==> src/rtl/bus_dtack_ctrl.sv <==
// bus_dtack_ctrl: 68000 bus-cycle controller for the cartridge / I-O side.
// Each qualified 68k cycle is decoded into a region. Mapped regions get DTACK
// after that region's wait-state count. Unmapped regions, and ROM while TMSS
// holds CE0 high, are stalled.
// Optional feature macro: BUS_TIMEOUT_EN. When defined, a watchdog releases a
// stalled cycle after TIMEOUT cycles and pulses timeout. When undefined, a
// stalled cycle waits for AS to rise and timeout is tied low.
//
// state    | meaning
// ---------+----------------------------------------------------------
// ST_IDLE  | no cycle in progress, waiting for AS low plus a data strobe
// ST_WAIT  | mapped cycle, counting down wait states
// ST_ACK   | DTACK asserted, waiting for AS to rise
// ST_STALL | unmapped or locked-out cycle, DTACK held high

module bus_dtack_ctrl #(
    parameter int unsigned ROM_WS  = 0,
    parameter int unsigned Z80_WS  = 2,
    parameter int unsigned IO_WS   = 1,
    parameter int unsigned RAM_WS  = 0,
    parameter int unsigned TIMEOUT = 127
) (
    input  logic        MCLK,
    input  logic        SRES,
    input  logic        AS,
    input  logic        UDS,
    input  logic        LDS,
    input  logic        RW,
    input  logic [22:0] VA,
    input  logic        CE0,
    output logic        DTACK,
    output logic        cycle_active,
    output logic [2:0]  region,
    output logic        timeout
);

    typedef enum logic [1:0] {
        ST_IDLE  = 2'd0,
        ST_WAIT  = 2'd1,
        ST_ACK   = 2'd2,
        ST_STALL = 2'd3
    } state_t;

    localparam logic [2:0] REG_ROM      = 3'd0;
    localparam logic [2:0] REG_Z80      = 3'd1;
    localparam logic [2:0] REG_IO       = 3'd2;
    localparam logic [2:0] REG_RAM      = 3'd3;
    localparam logic [2:0] REG_UNMAPPED = 3'd7;

    localparam logic [3:0] ROM_WS_C = 4'(ROM_WS);
    localparam logic [3:0] Z80_WS_C = 4'(Z80_WS);
    localparam logic [3:0] IO_WS_C  = 4'(IO_WS);
    localparam logic [3:0] RAM_WS_C = 4'(RAM_WS);

    state_t      state_q, state_d;
    logic [3:0]  wait_cnt_q, wait_cnt_d;
    logic        dtack_q, dtack_d;
    logic        active_q, active_d;
    logic [2:0]  region_q, region_d;
    logic        timeout_q, timeout_d;
`ifdef BUS_TIMEOUT_EN
    localparam logic [6:0] TIMEOUT_C = 7'(TIMEOUT);
    logic [6:0]  stall_cnt_q, stall_cnt_d;
`endif

    logic        qualify;
    logic [2:0]  dec_region;
    logic [3:0]  dec_ws;

    // RW and the low address bits do not influence cycle timing.
    logic        unused_inputs;
    assign unused_inputs = RW ^ (^VA[14:0]);

    // A cycle starts only once a data strobe joins AS; write strobes lag AS by a clock.
    assign qualify = !AS && (!UDS || !LDS);

    // Region decode and wait-state lookup; ROM is treated as unmapped while locked out.
    always_comb begin
        dec_region = REG_UNMAPPED;
        dec_ws     = 4'd0;
        if (VA[22:21] == 2'b00) begin
            if (!CE0) begin
                dec_region = REG_ROM;
                dec_ws     = ROM_WS_C;
            end
        end else if (VA[22:15] == 8'hA0) begin
            dec_region = REG_Z80;
            dec_ws     = Z80_WS_C;
        end else if (VA[22:15] == 8'hA1) begin
            dec_region = REG_IO;
            dec_ws     = IO_WS_C;
        end else if (VA[22:20] == 3'b111) begin
            dec_region = REG_RAM;
            dec_ws     = RAM_WS_C;
        end
    end

    // Next-state and next-output computation for the bus-cycle FSM.
    always_comb begin
        state_d    = state_q;
        wait_cnt_d = wait_cnt_q;
        dtack_d    = dtack_q;
        active_d   = active_q;
        region_d   = region_q;
        timeout_d  = 1'b0;
`ifdef BUS_TIMEOUT_EN
        stall_cnt_d = stall_cnt_q;
`endif
        case (state_q)
            ST_IDLE: begin
                dtack_d = 1'b1;
                if (qualify) begin
                    region_d = dec_region;
                    active_d = 1'b1;
                    if (dec_region == REG_UNMAPPED) begin
                        state_d = ST_STALL;
`ifdef BUS_TIMEOUT_EN
                        stall_cnt_d = 7'd0;
`endif
                    end else begin
                        state_d    = ST_WAIT;
                        wait_cnt_d = dec_ws;
                    end
                end
            end
            ST_WAIT: begin
                if (AS) begin
                    state_d  = ST_IDLE;
                    active_d = 1'b0;
                end else if (wait_cnt_q == 4'd0) begin
                    state_d = ST_ACK;
                    dtack_d = 1'b0;
                end else begin
                    wait_cnt_d = wait_cnt_q - 4'd1;
                end
            end
            ST_ACK: begin
                if (AS) begin
                    state_d  = ST_IDLE;
                    dtack_d  = 1'b1;
                    active_d = 1'b0;
                end
            end
            ST_STALL: begin
                if (AS) begin
                    state_d  = ST_IDLE;
                    active_d = 1'b0;
                end
`ifdef BUS_TIMEOUT_EN
                else if (stall_cnt_q == TIMEOUT_C) begin
                    state_d   = ST_ACK;
                    dtack_d   = 1'b0;
                    timeout_d = 1'b1;
                end else begin
                    stall_cnt_d = stall_cnt_q + 7'd1;
                end
`endif
            end
            default: begin
                state_d  = ST_IDLE;
                dtack_d  = 1'b1;
                active_d = 1'b0;
            end
        endcase
    end

    // State and output registers; SRES overrides every transition.
    always_ff @(posedge MCLK) begin
        if (SRES) begin
            state_q    <= ST_IDLE;
            wait_cnt_q <= 4'd0;
            dtack_q    <= 1'b1;
            active_q   <= 1'b0;
            region_q   <= REG_ROM;
            timeout_q  <= 1'b0;
`ifdef BUS_TIMEOUT_EN
            stall_cnt_q <= 7'd0;
`endif
        end else begin
            state_q    <= state_d;
            wait_cnt_q <= wait_cnt_d;
            dtack_q    <= dtack_d;
            active_q   <= active_d;
            region_q   <= region_d;
            timeout_q  <= timeout_d;
`ifdef BUS_TIMEOUT_EN
            stall_cnt_q <= stall_cnt_d;
`endif
        end
    end

    assign DTACK        = dtack_q;
    assign cycle_active = active_q;
    assign region       = region_q;
    assign timeout      = timeout_q;

endmodule

==> config.mk <==
export PLATFORM = sky130hd
export DESIGN_NAME = bus_dtack_ctrl
export DESIGN_NICKNAME = d
export VERILOG_FILES = /design/src/rtl/bus_dtack_ctrl.sv
export SDC_FILE = /design/constraint.sdc
export NUM_CORES = 1
export LEC_CHECK = 0
export CAP_MARGIN = 20
export CORE_MARGIN = 4
export CORE_UTILIZATION = 34
export CTS_CLUSTER_DIAMETER = 200
export CTS_CLUSTER_SIZE = 40
export DETAILED_ROUTE_END_ITERATION = 8
export GPL_TIMING_DRIVEN = 0
export PLACE_DENSITY = 0.74
export SETUP_SLACK_MARGIN = 0.15
export SLEW_MARGIN = 25
export SYNTH_ARGS = -nofsm -noshare
export SYNTH_HDL_FRONTEND = slang
export SYNTH_SLANG_ARGS = --single-unit
==> constraint.sdc <==
create_clock -name MCLK -period 1.5 [get_ports MCLK]
set_input_delay 0.225 -clock MCLK [delete_from_list [all_inputs] [get_ports MCLK]]
set_output_delay 0.225 -clock MCLK [all_outputs]
set_load 0.05 [all_outputs]
Yosys cells after proc, flatten, opt, wreduce, memory -nomap -nowiden:

Cells that the tools add are included.

* flip-flop bits (word level): 11
* latch bits: 0
* word-level logic and storage cells: 65
* memories kept: 0
* output and inout port bits: 6
* bits in writable memories: 0
* bits of input ports: 30
* bits in read-only memories: 0

* reduce and logical (&&, ||, !) cells: 17
* shift-type cells: 0
* equality and inequality tests: 16
* multiplexer cells: 26
* $add $sub $neg: 1
* bitwise gates (word level): 0
* div/mod/pow operators: 0
* magnitude comparators: 0
* $mul: 0

Operators with widths (number)
* $eq A8 B8 Y1 const B: 2
* $mux W4: 4
* $mux W3: 5
* $mux W2: 7
* $ne A2 B2 Y1 const B: 6
* $pmux W4 S2: 1
* $eq A3 B3 Y1 const B: 2
* $mux W1: 6
* $pmux W2 S3: 1
* $reduce_and A5 Y1: 1
* $eq A2 B2 Y1 const B: 2
* $logic_not A2 Y1: 2
* $logic_not A4 Y1: 1
* $ne A2 B1 Y1 const B: 2
* $reduce_and A2 Y1: 2
* $reduce_and A4 Y1: 1
* $sub A4 B1 Y4 const B: 1
* $logic_not A1 Y1: 3
* $ne A3 B3 Y1 const B: 1
* $pmux W1 S3: 1
* $reduce_and A3 Y1: 1
* $reduce_bool A3 Y1: 1
* $reduce_or A3 Y1: 1
* $eq A2 B1 Y1 const B: 1
* 5 further kinds: 5

Logic depth before layout (Yosys ltp):

Gate-level depths: netlist of the first run.

* word-level depth: 9
* mapped depth: 6
* mapped depth without buffers: 6

Worst setup path after synthesis of the first run:

No wires, ideal clock.

* path type: flip-flop to flip-flop
* start: reg wait_cnt_q[0]
* end: reg wait_cnt_q[0]
* setup slack: -0.125 ns
* library setup time: 0.132 ns
* buffers on the path: 0
* arrival: 1.493 ns
* clock period less this slack: 1.625 ns
* cell stages (with the launch flop): 7
* required time: 1.368 ns
* path through: dfxtp_1 inv_1 ha_1 nor3b_1 a2111o_1 o31ai_1 a21oi_1

* cells in the longest elaborated chain, start to end: 4
* elaborated cells between the ends (all ways): 7
* classes of those cells: add/sub (1); eq/ne (1); mux (3); reduce/logical (2)

RTL lines
* start: declaration: line 56 `logic [3:0] wait_cnt_q, wait_cnt_d;`
* start signal: assignment: line 181 `wait_cnt_q <= wait_cnt_d;`
* $sub A4 B1 Y4: line 134 `wait_cnt_d = wait_cnt_q - 4'd1;`
* $mux W4: line 130 `end else if (wait_cnt_q == 4'd0) begin`
* $mux W4: line 127 `if (AS) begin`
* $pmux W4 S2: line 109 `case (state_q)`

Parallel ways exist; a longest one is shown, timed or not. The select of a mux whose other input is x is not followed.
A chain may end at the register's enable or synchronous reset.

Worst setup path in the final report of the first run:

Same ends and word-level chain as after synthesis.

==> reports/metrics.yaml, run 1 <==
clock-root-buffer: "clkbuf_4"
grt_setup_unrepaired: "yes"
post_synth_num_cell_types: 38
multiInputGateArea_sq_um: 527
yosys_warnings: 0
clk-insertion-delay-late_ns: 0.27
routed_via_density: 5.35
cts_hold_buf: 0
finalPower_mw: 0.815
drc: 0
final_cells: 140
grt_pass1_vias: 669
tns_ns: -0.316
finalMaxSlewViolations: 0
start_kind: "flip-flop"
p_per_area_nw_per_um2: 762
antenna_found_initial: 0
fmax_mhz: 607
rows: 15
ff_latch_area_sq_um: 223
layout-drive-gt1-share: 0.322
grt_pass1_wl_mm: 2.92
synthTopCellsByArea: "dfxtp_1, nor3b_1, a21oi_1"
final_core_util: 0.588
drtAntennaViolNets: 0
ios: 36
clk_pin_slew_ns: 0.07
cts_htree_levels: 1
min_period_ns: 1.65
synth_seq_cells: 11
cts_sinks: 11
start_util: 0.377
layout_common_cells: "dfxtp_1, buf_4, a21oi_1, nand2_1, nor2_1"
cts_buffers: 3
r2r_cells: 6
dieArea_sq_um: 2800
grt_usage: 0.140
vias: 749
synth_largest_area_cell: "dfxtp_1"
io_buffers: 18
dr.pass1.iters: 4
avgSynthCellArea_sq_um: 8.08
dp_hpwl_mm: 1.34
dpl.cell_count: 128
core_sq_um: 1820
synth_top_area_share: 0.321
grt-ovfl-total: 0
period_share: 1.10
violations: "setup timing"
finalWeightedCongestion: 0.785
setup_violations: 4
whs_path_depth: 2
die_x_um: 52.9
hold_path_class: "flip-flop to flip-flop"
cp_data_required_time_ns: 1.64
final-hold-violation-count: 0
arrival_ns: 1.79
clk_path_buf_depth: 2
synth_nets: 117
path_max_fanout: 5
drt_wl_total_mm: 1.97
wl_per_cell_um: 14.1
max_cap_viol_count: 0
relSlewSlack: 0.650
skew_ns: 0.00680
seq_area_frac_synth: 0.321
layout_setup_ws_ns: -0.148
syn-cell-area_sq_um: 687
diodes: 0
n_fill_cell: 155
crit_path_end_kind: "flip-flop"
power_leakage_nw: 0.431
path_class: "flip-flop to flip-flop"
outcome: "finished with violations"
areaGrowthSynthToFinish_pct: 55.7
grt_max_degree: 11
die_y_um: 52.9
worst_slew_pin_slew_ns: 0.525
nNetsFinal: 148
cts_tree: "built"
first_iter_violations: 9
ir_drop_mv: 0.430
synthCells: 85
stage by stage:
step                      instance area (sq um)  setup slack, ns  hold WS [ns]
after floorplan                             718           0.0313         0.308
after global placement                      930           -0.394         0.439
after detailed placement                    930           -0.457         0.453
after CTS                                  1000          -0.0718         0.447
after global routing                       1070           -0.213         0.487
final                                      1070           -0.148         0.461
path summary, 6_finish.rpt:
kind | start | endpoint | slack, ns
worst max-delay path | wait_cnt_q[0] | wait_cnt_q[0] | -0.15
worst min register to register | cycle_active | cycle_active | 0.46
worst min-delay path | cycle_active | cycle_active | 0.46
worst max register to register | wait_cnt_q[0] | wait_cnt_q[0] | -0.15
area by class of cell:
cell class                      instances  area share
Sequential cell                        11       0.208
Buffer                                  4      0.0257
Multi-Input combinational cell         68       0.492
Clock buffer                            4      0.0246
Timing Repair Buffer                   26       0.213
Tap cell                               25      0.0292
Inverter                                2     0.00702
metal layers:
metal	routed length [um]	up-vias	track usage
li1	-	374	-
met1	823	356	0.156
met2	1050	15	0.254
met3	70	4	0.0423
met4	32	0	0.0383
met5	0	-	0
Yosys cell counts, drive strengths merged:
| master | number |
|---|---|
| and3b | 1 |
| o41ai | 1 |
| nor2 | 8 |
| nand3 | 3 |
| conb | 1 |
| mux2i | 1 |
| or2 | 1 |
| nor3b | 5 |
| a21boi | 1 |
| buf | 3 |
| a21oi | 7 |
| nand2 | 8 |
| or3 | 3 |
| o31ai | 1 |
| inv | 2 |
| o22a | 1 |
| nand4bb | 1 |
| or4b | 1 |
| a2111o | 1 |
| a32oi | 1 |
| and3 | 1 |
| o22ai | 1 |
| a31oi | 1 |
| a2111oi | 3 |
| o21bai | 1 |
| nor3 | 4 |
| nor4bb | 1 |
| ha | 2 |
| or2b | 2 |
| dfxtp | 11 |
| a211oi | 1 |
| clkbuf | 1 |
| o21ai | 2 |
| o211ai | 1 |
| nor2b | 2 |
power breakdown:
group / switching (mW) / internal (mW) / leakage (nW)
sequential: 0.0133 / 0.313 / 0.0910
combinational: 0.164 / 0.122 / 0.325
clock: 0.0993 / 0.103 / 0.0150
kinds of logic after synthesis:
kind of cell / count (synthesis) / share of synthesized area
simple gates: 41 / 0.337
compound gates: 23 / 0.235
flops: 11 / 0.321
buf+inv: 6 / 0.0510
fa+ha+maj: 2 / 0.0364
mux: 1 / 0.0146
other cells: 1 / 0.00546
worst max-delay path, stage by stage, from the launching register on:
cell,delay [ns]
dfxtp_2,0.35
inv_2,0.05
ha_4,0.14
nor3b_4,0.16
a2111o_1,0.45
o31ai_1,0.26
a21oi_1,0.10
state kept, by name, indices dropped and copies added, names as in the netlist:
register / flops
cycle_active: 1
DTACK: 1
wait_cnt_q: 4
state_q: 2
region: 3
repair_timing:
action | CTS | global route
setup endpoints to repair | 12 | 13
hold endpoints to repair | 0 | 0
resized for setup | 24 | 14
setup buffers | 2 | 6
pin swaps | 1 | 7
Power figures use the tool's default switching activity.
==> run 2: changes to the inputs <==
--- a/config.mk
+++ b/config.mk
@@ -6,12 +6,13 @@
 export NUM_CORES = 1
 export LEC_CHECK = 0
 export CAP_MARGIN = 20
-export CORE_MARGIN = 4
+export CORE_MARGIN = 1
 export CORE_UTILIZATION = 34
 export CTS_CLUSTER_DIAMETER = 200
 export CTS_CLUSTER_SIZE = 40
 export DETAILED_ROUTE_END_ITERATION = 8
 export GPL_TIMING_DRIVEN = 0
+export HOLD_SLACK_MARGIN = 0.1
 export PLACE_DENSITY = 0.74
 export SETUP_SLACK_MARGIN = 0.15
 export SLEW_MARGIN = 25
==> reports/metrics.yaml, run 2 (synthesis results as in run 1) <==
period_share: 1.08
cp_data_required_time_ns: 1.65
first_iter_violations: 10
start_kind: "flip-flop"
final-hold-violation-count: 0
finalWeightedCongestion: 0.815
clk_path_buf_depth: 2
rows: 15
clk-insertion-delay-late_ns: 0.27
layout-drive-gt1-share: 0.379
routed_via_density: 5.30
largest_reg_flops: 4
p_per_area_nw_per_um2: 758
skew_ns: 0.00481
outcome: "finished with violations"
diodes: 0
dieArea_sq_um: 2200
dp_hpwl_mm: 1.25
dpl_worst_slack_ns: -0.479
layout_common_cells: "buf_4, dfxtp_1"
crit_chain: "inv_2 > ha_4 > nor3b_4 > a2111o_1 > o31ai_1 > a21oi_1"
ios: 36
grt_max_degree: 11
dr.pass1.iters: 4
fmax_mhz: 620
setup_violations: 3
final_common_cell: "buf_4"
power_leakage_nw: 0.449
cts_tree: "built"
grt_pass1_vias: 671
antenna_found_initial: 0
clock-root-buffer: "clkbuf_4"
arrival_ns: 1.76
grt_setup_unrepaired: "yes"
layout_setup_ws_ns: -0.113
cts_hold_buf: 0
hold_path_class: "flip-flop to flip-flop"
largest_register: "wait_cnt_q"
drt_wl_total_mm: 1.88
ir_drop_mv: 0.510
die_x_um: 46.9
crit_path_end_kind: "flip-flop"
final_cells: 141
finalMaxSlewViolations: 0
path_max_fanout: 5
io_buffers: 18
drc: 0
core_sq_um: 1800
min_period_ns: 1.61
final_core_util: 0.633
slowest_delay_ns: 0.46
path_class: "flip-flop to flip-flop"
grt_usage: 0.193
areaGrowthSynthToFinish_pct: 66.1
max_cap_viol_count: 0
grt_pass1_wl_mm: 3.01
grt-ovfl-total: 0
drtAntennaViolNets: 0
die_y_um: 46.9
start_util: 0.381
nNetsFinal: 149
vias: 747
dpl.cell_count: 128
cts_sinks: 11
cts_htree_levels: 1
clk_pin_slew_ns: 0.08
wl_per_cell_um: 13.3
slowest_stage: "a2111o_1"
cts_buffers: 3
violations: "setup timing"
[run 2: stage by stage]
stage                     TNS (ns)  total power [mW]  cell area, sq um  hold slack (ns)
after floorplan                  0             0.498               718            0.308
after global placement       -2.19             0.583               930            0.438
after detailed placement     -2.54             0.589               930            0.447
after CTS                   -0.235             0.845              1110            0.458
after global routing        -0.546             0.912              1140            0.487
final                       -0.335             0.865              1140            0.457
[run 2: layer usage]
metal  track usage  vias up  wire (um)
met5             0        -          0
met3        0.0577        2         59
li1              -      379          -
met1         0.215      354        808
met4        0.0400        0          8
met2         0.361       12       1000
[run 2: area by class of cell]
| type | count | area (sq um) |
|---|---|---|
| Fill cell | 157 | 661 |
| Tap cell | 25 | 31.3 |
| Inverter | 2 | 7.51 |
| Sequential cell | 11 | 224 |
| Buffer | 4 | 27.5 |
| Multi-Input combinational cell | 68 | 581 |
| Clock buffer | 4 | 26.3 |
| Timing Repair Buffer | 27 | 244 |
[run 2: power by group]
group          switching (mW)  internal [mW]  total [mW]  leakage (nW)
combinational           0.179          0.143       0.323         0.343
sequential             0.0136          0.313       0.327        0.0914
clock                   0.112          0.103       0.215        0.0150
total                   0.305          0.560       0.865         0.449
[run 2: path summary, 6_finish.rpt]
| path | start | to | slack (ns) | depth (start not counted) |
|---|---|---|---|---|
| setup / recovery | wait_cnt_q[0] | wait_cnt_q[0] | -0.11 | 6 |
| hold / removal | region[1] | region[1] | 0.46 | 2 |
| setup reg to reg | wait_cnt_q[0] | wait_cnt_q[0] | -0.11 | 6 |
| hold reg to reg | region[1] | region[1] | 0.46 | 2 |
[run 2: critical path, delay by kind of cell (launching register included)]
family / cells / cell delay (ns)
flip-flops: 1 / 0.34
buffers and inverters: 1 / 0.05
AND/OR/NAND/NOR: 1 / 0.16
adder cells (fa/ha/maj): 1 / 0.14
AO/OA/AOI/OAI: 3 / 0.79
[run 2: repair_timing]
item                                    in CTS  in global routing
gates resized for setup                     37                 13
pin swaps                                    6                  9
buffers inserted                             9                  0
endpoints found under the setup margin      12                 12
